File: config.mk
export PLATFORM = sky130hd
export DESIGN_NAME = coef_fetch_seq_flat
export DESIGN_NICKNAME = d
export VERILOG_FILES = /design/src/rtl/coef_fetch_pkg.sv /design/src/rtl/coef_fetch_seq_if.sv /design/src/rtl/coef_fifo.sv /design/src/rtl/coef_fetch_seq.sv /design/src/flat_wrapper.sv
export SDC_FILE = /design/constraint.sdc
export NUM_CORES = 1
export LEC_CHECK = 0
export ABC_AREA = 1
export CORE_MARGIN = 2
export CORE_UTILIZATION = 41
export DETAILED_ROUTE_END_ITERATION = 10
export PLACE_DENSITY_LB_ADDON = 0.08
export SLEW_MARGIN = 30
export SYNTH_ARGS = -nofsm -noshare
export SYNTH_HDL_FRONTEND = slang
export SYNTH_SLANG_ARGS = --single-unit
File: constraint.sdc
create_clock -name clk -period 2.9 [get_ports clk]
set_input_delay 0.58 -clock clk [delete_from_list [all_inputs] [get_ports clk]]
set_output_delay 0.58 -clock clk [all_outputs]
set_load 0.05 [all_outputs]
File: src/rtl/coef_fetch_pkg.sv
// Shared types and geometry for the coefficient fetch sequencer.
package coef_fetch_pkg;

    localparam int CFS_ADDR_W     = 15;
    localparam int CFS_DATA_W     = 32;
    localparam int CFS_LEN_W      = 12;
    localparam int CFS_FIFO_DEPTH = 4;
    localparam int CFS_PTR_W      = $clog2(CFS_FIFO_DEPTH);
    localparam int CFS_CNT_W      = CFS_PTR_W + 1;

    typedef enum logic [1:0] {
        ST_IDLE  = 2'd0,
        ST_FETCH = 2'd1,
        ST_DRAIN = 2'd2
    } state_t;

endpackage

File: src/rtl/coef_fetch_seq_if.sv
// Valid/ready coefficient stream towards the MFCC datapath.
interface coef_fetch_seq_if
    import coef_fetch_pkg::*;
#(
    parameter int DW = CFS_DATA_W
) ();

    logic [DW-1:0] coef_data;
    logic          coef_valid;
    logic          coef_ready;
    logic          coef_last;

    modport master (output coef_data, output coef_valid, output coef_last, input coef_ready);
    modport slave  (input coef_data, input coef_valid, input coef_last, output coef_ready);

endinterface

File: src/rtl/coef_fifo.sv
// Small synchronous FIFO holding returned words plus their end-of-transfer tag.
module coef_fifo
    import coef_fetch_pkg::*;
#(
    parameter int DW    = CFS_DATA_W + 1,
    parameter int DEPTH = CFS_FIFO_DEPTH,
    parameter int PTR_W = CFS_PTR_W,
    parameter int CNT_W = CFS_CNT_W
) (
    input  logic             clk,
    input  logic             rst,
    input  logic             push,
    input  logic [DW-1:0]    push_data,
    input  logic             pop,
    output logic [DW-1:0]    pop_data,
    output logic [CNT_W-1:0] count,
    output logic             empty,
    output logic             full
);

    logic [DW-1:0]    mem [DEPTH];
    logic [PTR_W-1:0] wr_ptr;
    logic [PTR_W-1:0] rd_ptr;
    logic             wr_en;
    logic             rd_en;

    assign full     = (count == CNT_W'(DEPTH));
    assign empty    = (count == '0);
    assign wr_en    = push & ~full;
    assign rd_en    = pop & ~empty;
    assign pop_data = mem[rd_ptr];

    always_ff @(posedge clk) begin
        if (wr_en) mem[wr_ptr] <= push_data;
    end

    always_ff @(posedge clk) begin
        if (rst) begin
            wr_ptr <= '0;
            rd_ptr <= '0;
            count  <= '0;
        end else begin
            if (wr_en) wr_ptr <= wr_ptr + PTR_W'(1);
            if (rd_en) rd_ptr <= rd_ptr + PTR_W'(1);
            case ({wr_en, rd_en})
                2'b10:   count <= count + CNT_W'(1);
                2'b01:   count <= count - CNT_W'(1);
                default: ;
            endcase
        end
    end

endmodule

File: src/rtl/coef_fetch_seq.sv
// Streams a contiguous run of coefficient reads out of the eight-bank memory
// controller and hands the returned words to the MFCC datapath.
//   state    | meaning
//   ST_IDLE  | system path owns the banks, waiting for start
//   ST_FETCH | issuing reads while FIFO credit allows
//   ST_DRAIN | all reads issued, waiting for the last word to be taken
module coef_fetch_seq
    import coef_fetch_pkg::*;
#(
    parameter int ADDR_WIDTH_8_MEM = CFS_ADDR_W,
    parameter int DATA_WIDTH       = CFS_DATA_W,
    parameter int LEN_WIDTH        = CFS_LEN_W
) (
    input  logic                        clk,
    input  logic                        rst,
    input  logic                        start,
    input  logic [ADDR_WIDTH_8_MEM-1:0] base_addr,
    input  logic [LEN_WIDTH-1:0]        length,
    output logic                        busy,
    output logic                        done,
    output logic [ADDR_WIDTH_8_MEM-1:0] mem_addr,
    output logic                        mem_addr_sel,
    output logic                        mem_cen_sel,
    input  logic [DATA_WIDTH-1:0]       mem_data_in,
    coef_fetch_seq_if.master            coef
);

    state_t                      state;
    state_t                      state_nx;
    logic [ADDR_WIDTH_8_MEM-1:0] addr_cnt;
    logic [ADDR_WIDTH_8_MEM-1:0] addr_src;
    logic [LEN_WIDTH-1:0]        len_q;
    logic [LEN_WIDTH-1:0]        issued;
    logic [LEN_WIDTH-1:0]        issued_inc;
    logic                        issue;
    logic                        load;
    logic                        done_nx;
    logic                        last_nx;
    logic                        credit_ok;
    logic                        inflight;
    logic                        cen_last;
    logic                        inflight_last;
    logic                        fifo_push;
    logic                        fifo_pop;
    logic                        fifo_empty;
    logic                        fifo_full;
    logic [DATA_WIDTH:0]         fifo_head;
    logic [CFS_CNT_W-1:0]        fifo_count;

    assign issued_inc = issued + LEN_WIDTH'(1);
    assign addr_src   = load ? base_addr : addr_cnt;
    assign fifo_push  = inflight;
    assign fifo_pop   = ~fifo_empty & coef.coef_ready;

    // The issue decision is registered, so credit is judged on next-cycle
    // occupancy plus the read currently on the bus.
    assign credit_ok = ~(fifo_full & ~fifo_pop) &&
                       ((int'(fifo_count) + int'(fifo_push) - int'(fifo_pop)
                         + int'(mem_cen_sel)) < CFS_FIFO_DEPTH);

    always_ff @(posedge clk) begin
        if (rst) state <= ST_IDLE;
        else     state <= state_nx;
    end

    always_comb begin
        state_nx = state;
        issue    = 1'b0;
        load     = 1'b0;
        done_nx  = 1'b0;
        last_nx  = 1'b0;
        case (state)
            ST_IDLE: begin
                if (start) begin
                    if (length != '0) begin
                        load     = 1'b1;
                        issue    = 1'b1;
                        last_nx  = (length == LEN_WIDTH'(1));
                        state_nx = last_nx ? ST_DRAIN : ST_FETCH;
                    end else begin
                        done_nx = 1'b1;
                    end
                end
            end
            ST_FETCH: begin
                if (credit_ok) begin
                    issue   = 1'b1;
                    last_nx = (issued_inc == len_q);
                    if (last_nx) state_nx = ST_DRAIN;
                end
            end
            ST_DRAIN: begin
                if (fifo_pop && fifo_head[DATA_WIDTH]) done_nx = 1'b1;
                if (done && fifo_empty && !inflight) state_nx = ST_IDLE;
            end
            default: state_nx = ST_IDLE;
        endcase
    end

    always_ff @(posedge clk) begin
        if (rst) begin
            busy          <= 1'b0;
            done          <= 1'b0;
            mem_addr      <= '0;
            mem_addr_sel  <= 1'b0;
            mem_cen_sel   <= 1'b0;
            addr_cnt      <= '0;
            len_q         <= '0;
            issued        <= '0;
            cen_last      <= 1'b0;
            inflight      <= 1'b0;
            inflight_last <= 1'b0;
        end else begin
            busy          <= (state_nx != ST_IDLE);
            done          <= done_nx;
            mem_addr_sel  <= (state_nx != ST_IDLE);
            mem_cen_sel   <= issue;
            cen_last      <= last_nx;
            inflight      <= mem_cen_sel;
            inflight_last <= cen_last;
            if (load) len_q <= length;
            if (issue) begin
                mem_addr <= addr_src;
                addr_cnt <= addr_src + ADDR_WIDTH_8_MEM'(1);
                issued   <= load ? LEN_WIDTH'(1) : issued_inc;
            end
        end
    end

    coef_fifo #(
        .DW    (DATA_WIDTH + 1),
        .DEPTH (CFS_FIFO_DEPTH),
        .PTR_W (CFS_PTR_W),
        .CNT_W (CFS_CNT_W)
    ) u_fifo (
        .clk       (clk),
        .rst       (rst),
        .push      (fifo_push),
        .push_data ({inflight_last, mem_data_in}),
        .pop       (fifo_pop),
        .pop_data  (fifo_head),
        .count     (fifo_count),
        .empty     (fifo_empty),
        .full      (fifo_full)
    );

    assign coef.coef_valid = ~fifo_empty;
    assign coef.coef_data  = fifo_empty ? '0 : fifo_head[DATA_WIDTH-1:0];
    assign coef.coef_last  = ~fifo_empty & fifo_head[DATA_WIDTH];

endmodule

File: src/flat_wrapper.sv
// flat-port wrapper written by rule: the top's interface ports become plain ports
module coef_fetch_seq_flat import coef_fetch_pkg::*;
#(
    parameter int ADDR_WIDTH_8_MEM = CFS_ADDR_W,
    parameter int DATA_WIDTH       = CFS_DATA_W,
    parameter int LEN_WIDTH        = CFS_LEN_W
)
  (clk, rst, start, base_addr, length, busy, done, mem_addr, mem_addr_sel, mem_cen_sel, mem_data_in, coef_coef_data, coef_coef_valid, coef_coef_last, coef_coef_ready);
  coef_fetch_seq_if #(.DW(32)) coef_i ();
  input  logic clk;
  input  logic rst;
  input  logic start;
  input  logic [ADDR_WIDTH_8_MEM-1:0] base_addr;
  input  logic [LEN_WIDTH-1:0] length;
  output logic busy;
  output logic done;
  output logic [ADDR_WIDTH_8_MEM-1:0] mem_addr;
  output logic mem_addr_sel;
  output logic mem_cen_sel;
  input  logic [DATA_WIDTH-1:0] mem_data_in;
  output wire logic [$bits(coef_i.coef_data)-1:0] coef_coef_data;
  output wire logic [$bits(coef_i.coef_valid)-1:0] coef_coef_valid;
  output wire logic [$bits(coef_i.coef_last)-1:0] coef_coef_last;
  input wire logic [$bits(coef_i.coef_ready)-1:0] coef_coef_ready;
  assign coef_coef_data = coef_i.coef_data;
  assign coef_coef_valid = coef_i.coef_valid;
  assign coef_coef_last = coef_i.coef_last;
  assign coef_i.coef_ready = coef_coef_ready;
  coef_fetch_seq #(.ADDR_WIDTH_8_MEM(ADDR_WIDTH_8_MEM), .DATA_WIDTH(DATA_WIDTH), .LEN_WIDTH(LEN_WIDTH)) u_core (.clk(clk), .rst(rst), .start(start), .base_addr(base_addr), .length(length), .busy(busy), .done(done), .mem_addr(mem_addr), .mem_addr_sel(mem_addr_sel), .mem_cen_sel(mem_cen_sel), .mem_data_in(mem_data_in), .coef(coef_i));
endmodule
== Word-level counts from Yosys, hierarchy flattened ==
Memories as Yosys holds them, arrays and structs flattened. A register that Yosys moved wholly into a read port is not among the register bits.
Index checks and enable logic that the tools add are counted.

* Add/subtract/negate cells: 9
* $lt $le $gt $ge: 1
* Equal/unequal tests: 7
* Mux-type cells: 28
* Bitwise gates (word level): 9
* Reductions and logical operators: 10

{| class="wikitable"
|+ Operator list
! kind !! count
|-
| 32-bit by 2-bit adder with 32-bit output || 1
|-
| 32-bit by 4-bit < comparator with 1-bit output (second input constant) || 1
|-
| 32-bit two-way mux || 1
|-
| 32-bit by 2-bit subtractor with 32-bit output || 1
|-
| 2-bit two-way mux || 8
|-
| 15-bit by 1-bit adder with 15-bit output (second input constant) || 1
|-
| 15-bit two-way mux || 1
|-
| 12-bit by 1-bit adder with 12-bit output (second input constant) || 1
|-
| 12-bit by 1-bit equality test with 1-bit output (second input constant) || 1
|-
| 12-bit equality test || 1
|-
| 1-bit two-way mux || 12
|-
| 12-bit two-way mux || 1
|-
| 12-bit nonzero test || 1
|-
| 1-bit case mux with 2 select lines || 3
|-
| 2-bit case mux with 3 select lines || 1
|-
| 3-bit case mux with 2 select lines || 1
|-
| 1-bit bitwise AND || 5
|-
| 2-bit by 1-bit adder with 2-bit output (second input constant) || 2
|-
| 3-bit by 1-bit adder with 4-bit output || 1
|-
| 2-bit by 1-bit equality test with 1-bit output (second input constant) || 2
|-
| 2-bit equality test (second input constant) || 2
|-
| 1-bit logical AND || 4
|-
| 1-bit NOT || 4
|-
| 2-bit nonzero test || 2
|-
| other kinds (6) || 6
|}

* Flip-flop bits (word level): 69
* Bits in writable memories: 132
* Input bits: 63
* Output and inout bits: 53
* Logic and storage cells: 79
* Memories: 1

{| class="wikitable"
|+ Memories
! name !! depth !! width !! read ports !! clocked after memory_dff !! write ports !! RTL line !! RTL
|-
| u_core.u_fifo.mem || 4 || 33 || 1 || 1 || 1 || coef_fifo.sv:21 || <nowiki>logic [DW-1:0] mem [DEPTH];</nowiki>
|}

== Depth between registers and ports, before layout ==
* Word-level depth: 10
* Depth in mapped cells: 22
* Gate-level depth less buffers: 22

== Modules after synthesis ==
Synthesis repeated with hierarchy kept, for this count alone.

* Cell total of the unflattened synthesis: 984
* Area total of the unflattened synthesis: 9,251.4 um2

{| class="wikitable"
|+ Modules (own cells, without submodules)
! module !! instances !! cells an instance !! area an instance (um2) !! seq. area each (um2)
|-
| coef_fifo || 1 || 389 || 5,412.7 || 4,144.0
|-
| coef_fetch_seq || 1 || 595 || 3,838.7 || 1,241.2
|}

== Least setup slack after synthesis ==
OpenSTA, ideal clock, no wires.

* Kind: reg2reg
* Start point: reg u_core.u_fifo.count[2]
* End point: reg u_core.mem_addr[0]
* Setup time: 0.070 ns
* Arrival time: 3.070 ns
* Required time: 2.830 ns
* Setup slack: -0.240 ns
* Stages on the path, launching flop included: 22
* Buffers on the path: 1
* Clock period less this slack: 3.140 ns
* Cells stage by stage: dfxtp_1 nor3_1 nor2_1 ha_1 inv_1 ha_1 nand3_1 nand2_1 nand3_2 nand2_1 a21oi_1 ha_1 nand2_1 a21oi_1 nand3_1 nand2_1 nand3_4 nand2_4 inv_2 buf_4 nand2_1 a21oi_1

* Cells in the longest elaborated chain, start to end: 9
* Elaborated cells on any way between the ends: 14
* Classes of those cells: add/sub: 3; order compare: 1; eq/ne: 1; mux: 2; bitwise: 5; reduce/logical: 2

{| class="wikitable"
|+ RTL lines
! what !! RTL line !! RTL
|-
| start: declaration || coef_fifo.sv:16 || <nowiki>output logic [CNT_W-1:0] count,</nowiki>
|-
| start signal: assignment || coef_fifo.sv:46 || <nowiki>2'b10: count <= count + CNT_W'(1);</nowiki>
|-
| start signal: assignment || coef_fifo.sv:47 || <nowiki>2'b01: count <= count - CNT_W'(1);</nowiki>
|-
| branches (longest 6 deep; another with 32-bit by 2-bit subtractor with 32-bit output) || -- ||
|-
| 1-bit logical AND * || coef_fetch_seq.sv:57 || <nowiki>assign credit_ok = ~(fifo_full & ~fifo_pop) &&</nowiki>
|-
| 1-bit two-way mux * || coef_fetch_seq.sv:86 || <nowiki>if (credit_ok) begin</nowiki>
|-
| 1-bit case mux with 2 select lines * || coef_fetch_seq.sv:72 || <nowiki>case (state)</nowiki>
|-
| end signal: assignment || coef_fetch_seq.sv:123 || <nowiki>mem_addr <= addr_src;</nowiki>
|-
| end: declaration || coef_fetch_seq.sv:21 || <nowiki>output logic [ADDR_WIDTH_8_MEM-1:0] mem_addr,</nowiki>
|}

Every way passes the cells marked *.
A chain may end at the register's enable or synchronous reset.

== Final worst setup path ==
* Start point: reg u_core.u_fifo.count[0]
* End point: reg u_core.addr_cnt[5]

* Cells in the longest elaborated chain, start to end: 9
* Elaborated cells on any way between the ends: 14
* Classes of those cells: add/sub: 3; order compare: 1; eq/ne: 1; mux: 2; bitwise: 5; reduce/logical: 2

{| class="wikitable"
|+ RTL lines
! what !! RTL line !! RTL
|-
| branches (longest 6 deep; another with 32-bit by 2-bit subtractor with 32-bit output) || -- ||
|-
| 1-bit logical AND * || coef_fetch_seq.sv:57 ||
|-
| 1-bit two-way mux * || coef_fetch_seq.sv:86 ||
|-
| 1-bit case mux with 2 select lines * || coef_fetch_seq.sv:72 ||
|-
| end signal: assignment || coef_fetch_seq.sv:124 || <nowiki>addr_cnt <= addr_src + ADDR_WIDTH_8_MEM'(1);</nowiki>
|-
| end: declaration || coef_fetch_seq.sv:30 || <nowiki>logic [ADDR_WIDTH_8_MEM-1:0] addr_cnt;</nowiki>
|}

Marked as above.

==> results.txt <==
Setup Skew = 8.73 ps
Ys Warns = 0
Synthesized Nets = 1128
total power = 12500 uW
post-route design area = 0.0126 mm2
largest net degree at the start of global routing = 41
R2R Setup Slk = 40 ps
max incr delay on CP = 360 ps
Post-Syn Instances = 1051
worst hold path startpoint = u_core.cen_last$_SDFF_PP0_
Slew @ Worst Pin = 768 ps
max cap viols = 0
Post-DRT Antenna Nets = 0
via/cell ratio = 4.94
outcome = completed
final RePlAce weighted congestion = 0.879
DRC errors left = 0
ys async rst share = 0%
port bufs = 115
grt ovf = 0
post-detail-place hpwl = 14.4 mm
CP top delay family = adder cells
cts bufs inserted = 23
Post-DP Area = 0.0114 mm2
Avg Cell Area, Syn = 8.86 um2
crit-path cells = ha_4, ha_4, inv_2, ha_4, nand3_2, nand2_2, nand3_2, nand2_2, a21oi_2, ha_1, nand2_1, a21oi_2, nand3_1, nand2_2, nand3_4, nand2_8, clkbuf_16, nand3_2, a21oi_1
drt wl/cell = 15.0 um
Root Buffer = clkbuf_16
relative slew slack = 48.8%
Distinct cells, synth = 33
hold buffer count at CTS = 0
Die ar. = 0.0239 mm2
top_reg_cell synth = edfxtp_1
fmax = 0.349 GHz
Clk Latency, worst-skew pair = 500 ps
Vias = 7477
R2R cell count = 19
Final period util = 98.7%
WHS Endpoint = u_core.inflight_last$_SDFF_PP0_
Critical R2R Capture = u_core.addr_cnt[5]$_SDFFE_PP0P_
DRT Wirelength = 22.6 mm
antenna violations before repair = 0
Die H = 155 um
fin. max-slew vios = 0
launching point of the worst reg2reg path = u_core.u_fifo.count[0]$_SDFFE_PP0P_
post-synthesis sequential area ratio = 57.8%
Ant. Diodes = 0
top cells by area, synth = edfxtp_1 (43%), dfxtp_1 (15%), nor2_1 (8.6%)
Boundary Pins = 116
Synth-to-Final Area Change = 35.6%
Critical Path Slowest Stage Cell = dfxtp_4
Synth top area share = 42.6%
Hold Path Class = flop to flop
power per cell area = 987 mW/mm2
required time worst endpoint = 3320 ps
WHS Path Cells = 2
setup repair after global routing missed its margin = true
Max Root-Sink Buffers = 3
VDD IR-drop max = 0.579 mV
final hold violation count = 0
core box area = 0.0224 mm2
Pre-antenna DRT Iters = 6
number of clock sinks = 203
CP bufs+invs = 2
element type at the critical path end = flop
area leader, netlist = edfxtp_1
vias in the first global route = 7053
leakage = 0.00498 uW
Post-synth EDFFs = 132
clock-pin slew on the worst setup and hold paths = 60 ps
H-tree depth = 1
area of the mapped netlist = 0.00931 mm2
post-route minimum period = 2860 ps
share of layout cells above drive strength 1 = 18.0%
global router's overall resource usage = 18.5%
CP Class = flop to flop
CTS tree = yes
CP Data Arrival Time = 3280 ps
crit-path max FO = 8
violation count after the first detailed-route iteration = 360
Final setup violation count = 0
Rows = 55
Die Wd = 155 um
number of synthesized register bits = 203
crit start category = flop
first-pass GRT wire length = 35.7 mm
Initial Util = 41.5%
nets@finish = 1288
-- sequential cells by signal (all words and copies together), names as in the netlist, named ones only --
name	cells
u_core.mem_addr_sel	1
u_core.inflight_last	1
u_core.mem_cen_sel	1
u_core.cen_last	1
u_core.len_q	12
u_core.u_fifo.rd_ptr	2
u_core.addr_cnt	15
u_core.fifo_push	1
u_core.issued	12
u_core.u_fifo.mem	132
u_core.u_fifo.count	3
u_core.state	2
u_core.done	1
u_core.u_fifo.wr_ptr	2
u_core.mem_addr	15
-- tightest hold or removal path, stage by stage (launching register included) --
cell and delay (ps):
dfxtp_1 300, inv_1 50, nor2_1 30
-- how the worst max path moves through the flow --
stage                     cells past startpoint                           startpoint                          endpoint  slack (ps)
final                                        19  u_core.u_fifo.count[0]$_SDFFE_PP0P_   u_core.addr_cnt[5]$_SDFFE_PP0P_          40
after global routing                         21  u_core.u_fifo.count[0]$_SDFFE_PP0P_   u_core.addr_cnt[5]$_SDFFE_PP0P_        -100
after CTS                                    21  u_core.u_fifo.count[0]$_SDFFE_PP0P_  u_core.mem_addr[14]$_SDFFE_PP0P_          50
after detailed placement                     21                      coef_coef_ready   u_core.addr_cnt[7]$_SDFFE_PP0P_        -630
after global placement                       21                      coef_coef_ready   u_core.addr_cnt[5]$_SDFFE_PP0P_        -510
after floorplan                              21                      coef_coef_ready   u_core.mem_addr[0]$_SDFFE_PP0P_          10
-- layer usage --
layer | vias up | part of all wire, % | track usage, %
li1 | 3819 | - | -
met3 | 32 | 4.2 | 2.38
met5 | - | 0 | 0
met2 | 158 | 49 | 32.4
met1 | 3468 | 45 | 24.5
met4 | 0 | 2.1 | 4.50
-- stage by stage --
stage | util, % | std cells | setup TNS, ps | setup WS (ps) | hold slack (ps)
global route | 56.3 | 1513 | -2620 | -99.9 | 455
global placement | 50.8 | 1457 | -21410 | -514 | 405
floorplan | - | 1051 | 0 | 10.7 | 388
finish | 56.3 | 1513 | 0 | 38.4 | 429
CTS | 54.4 | 1504 | 0 | 53.4 | 421
detailed placement | 50.8 | 1457 | -25840 | -630 | 407
-- Yosys cell counts (5+ instances only) --
| cell | n |
|---|---|
| buf_1 | 6 |
| nand2_2 | 6 |
| inv_1 | 91 |
| a21oi_1 | 79 |
| nand2_1 | 183 |
| buf_6 | 5 |
| nand3b_1 | 6 |
| edfxtp_1 | 132 |
| nand3_1 | 53 |
| nor2_1 | 213 |
| buf_4 | 6 |
| dfxtp_1 | 71 |
| nand4_1 | 12 |
| o21ai_0 | 111 |
| nand2_4 | 6 |
| ha_1 | 13 |
| clkbuf_1 | 26 |
-- cell families (layout without fill, tap and decap cells) --
group,count (synthesis),after routing,synth area share (%)
buffers and inverters,139,316,6.26
and+or+nand+nor,495,495,23.0
DFF,203,203,57.8
adders and majority gates,14,14,1.96
xor gates and xnor gates,4,4,0.376
AOI/OAI and AO/OA,196,196,10.6
-- cell usage in the layout (no fill, tap or decap), types with 46 or more instances in the layout --
cell type | netlist | routed
a21oi_1 | 79 | 69
buf_4 | 6 | 50
clkdlybuf4s50_1 | 0 | 80
dfxtp_1 | 71 | 68
edfxtp_1 | 132 | 132
inv_1 | 91 | 88
nand2_1 | 183 | 172
nand3_1 | 53 | 46
nor2_1 | 213 | 206
o21ai_0 | 111 | 93
-- repair_timing --
item / in CTS / in global routing
cloned: 1 / 5
endpoints found under the setup margin: 38 / 46
pin swaps: 2 / 25
buffers inserted: 4 / 4
resized for setup: 13 / 84
-- layout make-up --
class / count / area (um2)
fillers: 1956 / 9810
flip-flops and latches: 203 / 5390
multi-input cells: 709 / 3640
repair buffers: 179 / 2130
clock buffers: 32 / 649
inverters: 95 / 379
well taps: 285 / 357
clock inverters: 10 / 78.8
-- power breakdown --
part / internal (uW) / total [uW] / switching [uW]
clock network: 1650 / 2750 / 1100
logic: 2500 / 6050 / 3550
registers: 3420 / 3660 / 245
total: 7560 / 12500 / 4900
Note: power is estimated with default switching activity, not from simulation.
==> RTL edit (same settings) <==
Encoding of `state_t`: now one-hot (3 bits for 3 states).
--- a/src/rtl/coef_fetch_pkg.sv
+++ b/src/rtl/coef_fetch_pkg.sv
@@ -10,6 +10,6 @@
 
-    typedef enum logic [1:0] {
-        ST_IDLE  = 2'd0,
-        ST_FETCH = 2'd1,
-        ST_DRAIN = 2'd2
+    typedef enum logic [2:0] {
+        ST_IDLE  = 3'b001,
+        ST_FETCH = 3'b010,
+        ST_DRAIN = 3'b100
     } state_t;
Check against the original RTL: same outputs for any inputs over 4 cycles, from zero or initial values and one cycle with rst high; so few cycles prove little.
==> RTL edit against the original RTL <==
  * Design area down 1.6%
  * Critical endpoint is now u_core.addr_cnt[13]$_SDFFE_PP0P_
  * Area after synthesis rose by 1.9%
  * Sequential cell count grew 1
  * Worst setup slack better by 0.063 ns
  * Wire length down 1.7%
  * Cell count down 0.26%
  * Non-clock buffer count down 10
  * Sequential share of layout area is 0.88 points higher
Power is not compared: it rests on default switching activity, and its combinational part moved more than twofold at a synthesized area within 25%.
==> RTL edit: results (changes against the original RTL) <==
outcome: "finished clean"
worstRegToRegCells: 24  # +5
fin_nets: 1286  # -0.16%
grt_pass1_wl_mm: 35.43  # -0.89%
grt_max_degree: 42  # +2.4%
met2_usage: 0.3194  # -0.004128
worst_hold_slack_ns: 0.4262  # -0.002679 ns
synth-seq-area-share: 0.5697  # -0.008566
place_hpwl_mm: 14.41  # +0.32%
firstDrtPassIters: 5  # -1
placed_area_um2: 11530  # +1.1%
fin_worst_skew_ns: 0.01289  # +0.004154 ns
fin_ws_ns: 0.1014  # +0.06295 ns
ys_types: 43  # +30%
track_usage: 0.1821  # -0.002945
synth_area_per_cell_um2: 8.917  # +0.64%
worst_path_dominant_cell_family: "simple AND/OR/NAND/NOR gates"
cp.arrival_ns: 3.20  # -0.08 ns
synthTopCellsByArea: "edfxtp_1 (42%), dfxtp_1 (15%), nor2_1 (9.1%)"
gr-usage-met3: 0.02861  # +0.004795
dp.cells: 1461  # +0.27%
syn-num-nets: 1141  # +1.2%
synth_commonest_cells: "nor2_1 (231), nand2_1 (164), edfxtp_1 (132), o21ai_0 (99), inv_1 (82)"
grt_pass1_vias: 7013  # -0.57%
cts-resized-gates: 4  # -9
## RTL edit: changes by cell type after synthesis, moves of 7 or more
cell	before	now
nand2_1	183	164
nor2_1	213	231
a21oi_1	79	67
o21ai_0	111	99
o21ai_1	4	15
inv_1	91	82
nand3_1	53	61
nand2_2	6	13
## RTL edit: area by class of cell
cell class | instances | area, um^2
Fill cell | 2067 | 10290
Sequential cell | 204 | 5413
Multi-Input combinational cell | 725 | 3625
Timing Repair Buffer | 169 | 2002
Clock buffer | 30 | 601.8
Tap cell | 285 | 356.6
Inverter | 86 | 325.3
Clock inverter | 10 | 96.34
## RTL edit: routing by layer
layer	part of all wire	vias to the layer above
li1	-	3833
met1	0.46	3447
met2	0.48	146
met3	0.046	29
met4	0.017	0
met5	0	-
## RTL edit: kinds of logic after synthesis
family	Yosys count	share of synthesized area
AO/OA/AOI/OAI	189	0.1025
adder cells (fa/ha/maj)	14	0.01925
AND/OR/NAND/NOR	515	0.2375
buffers and inverters	135	0.06317
flip-flops	204	0.5697
XOR/XNOR	7	0.007912
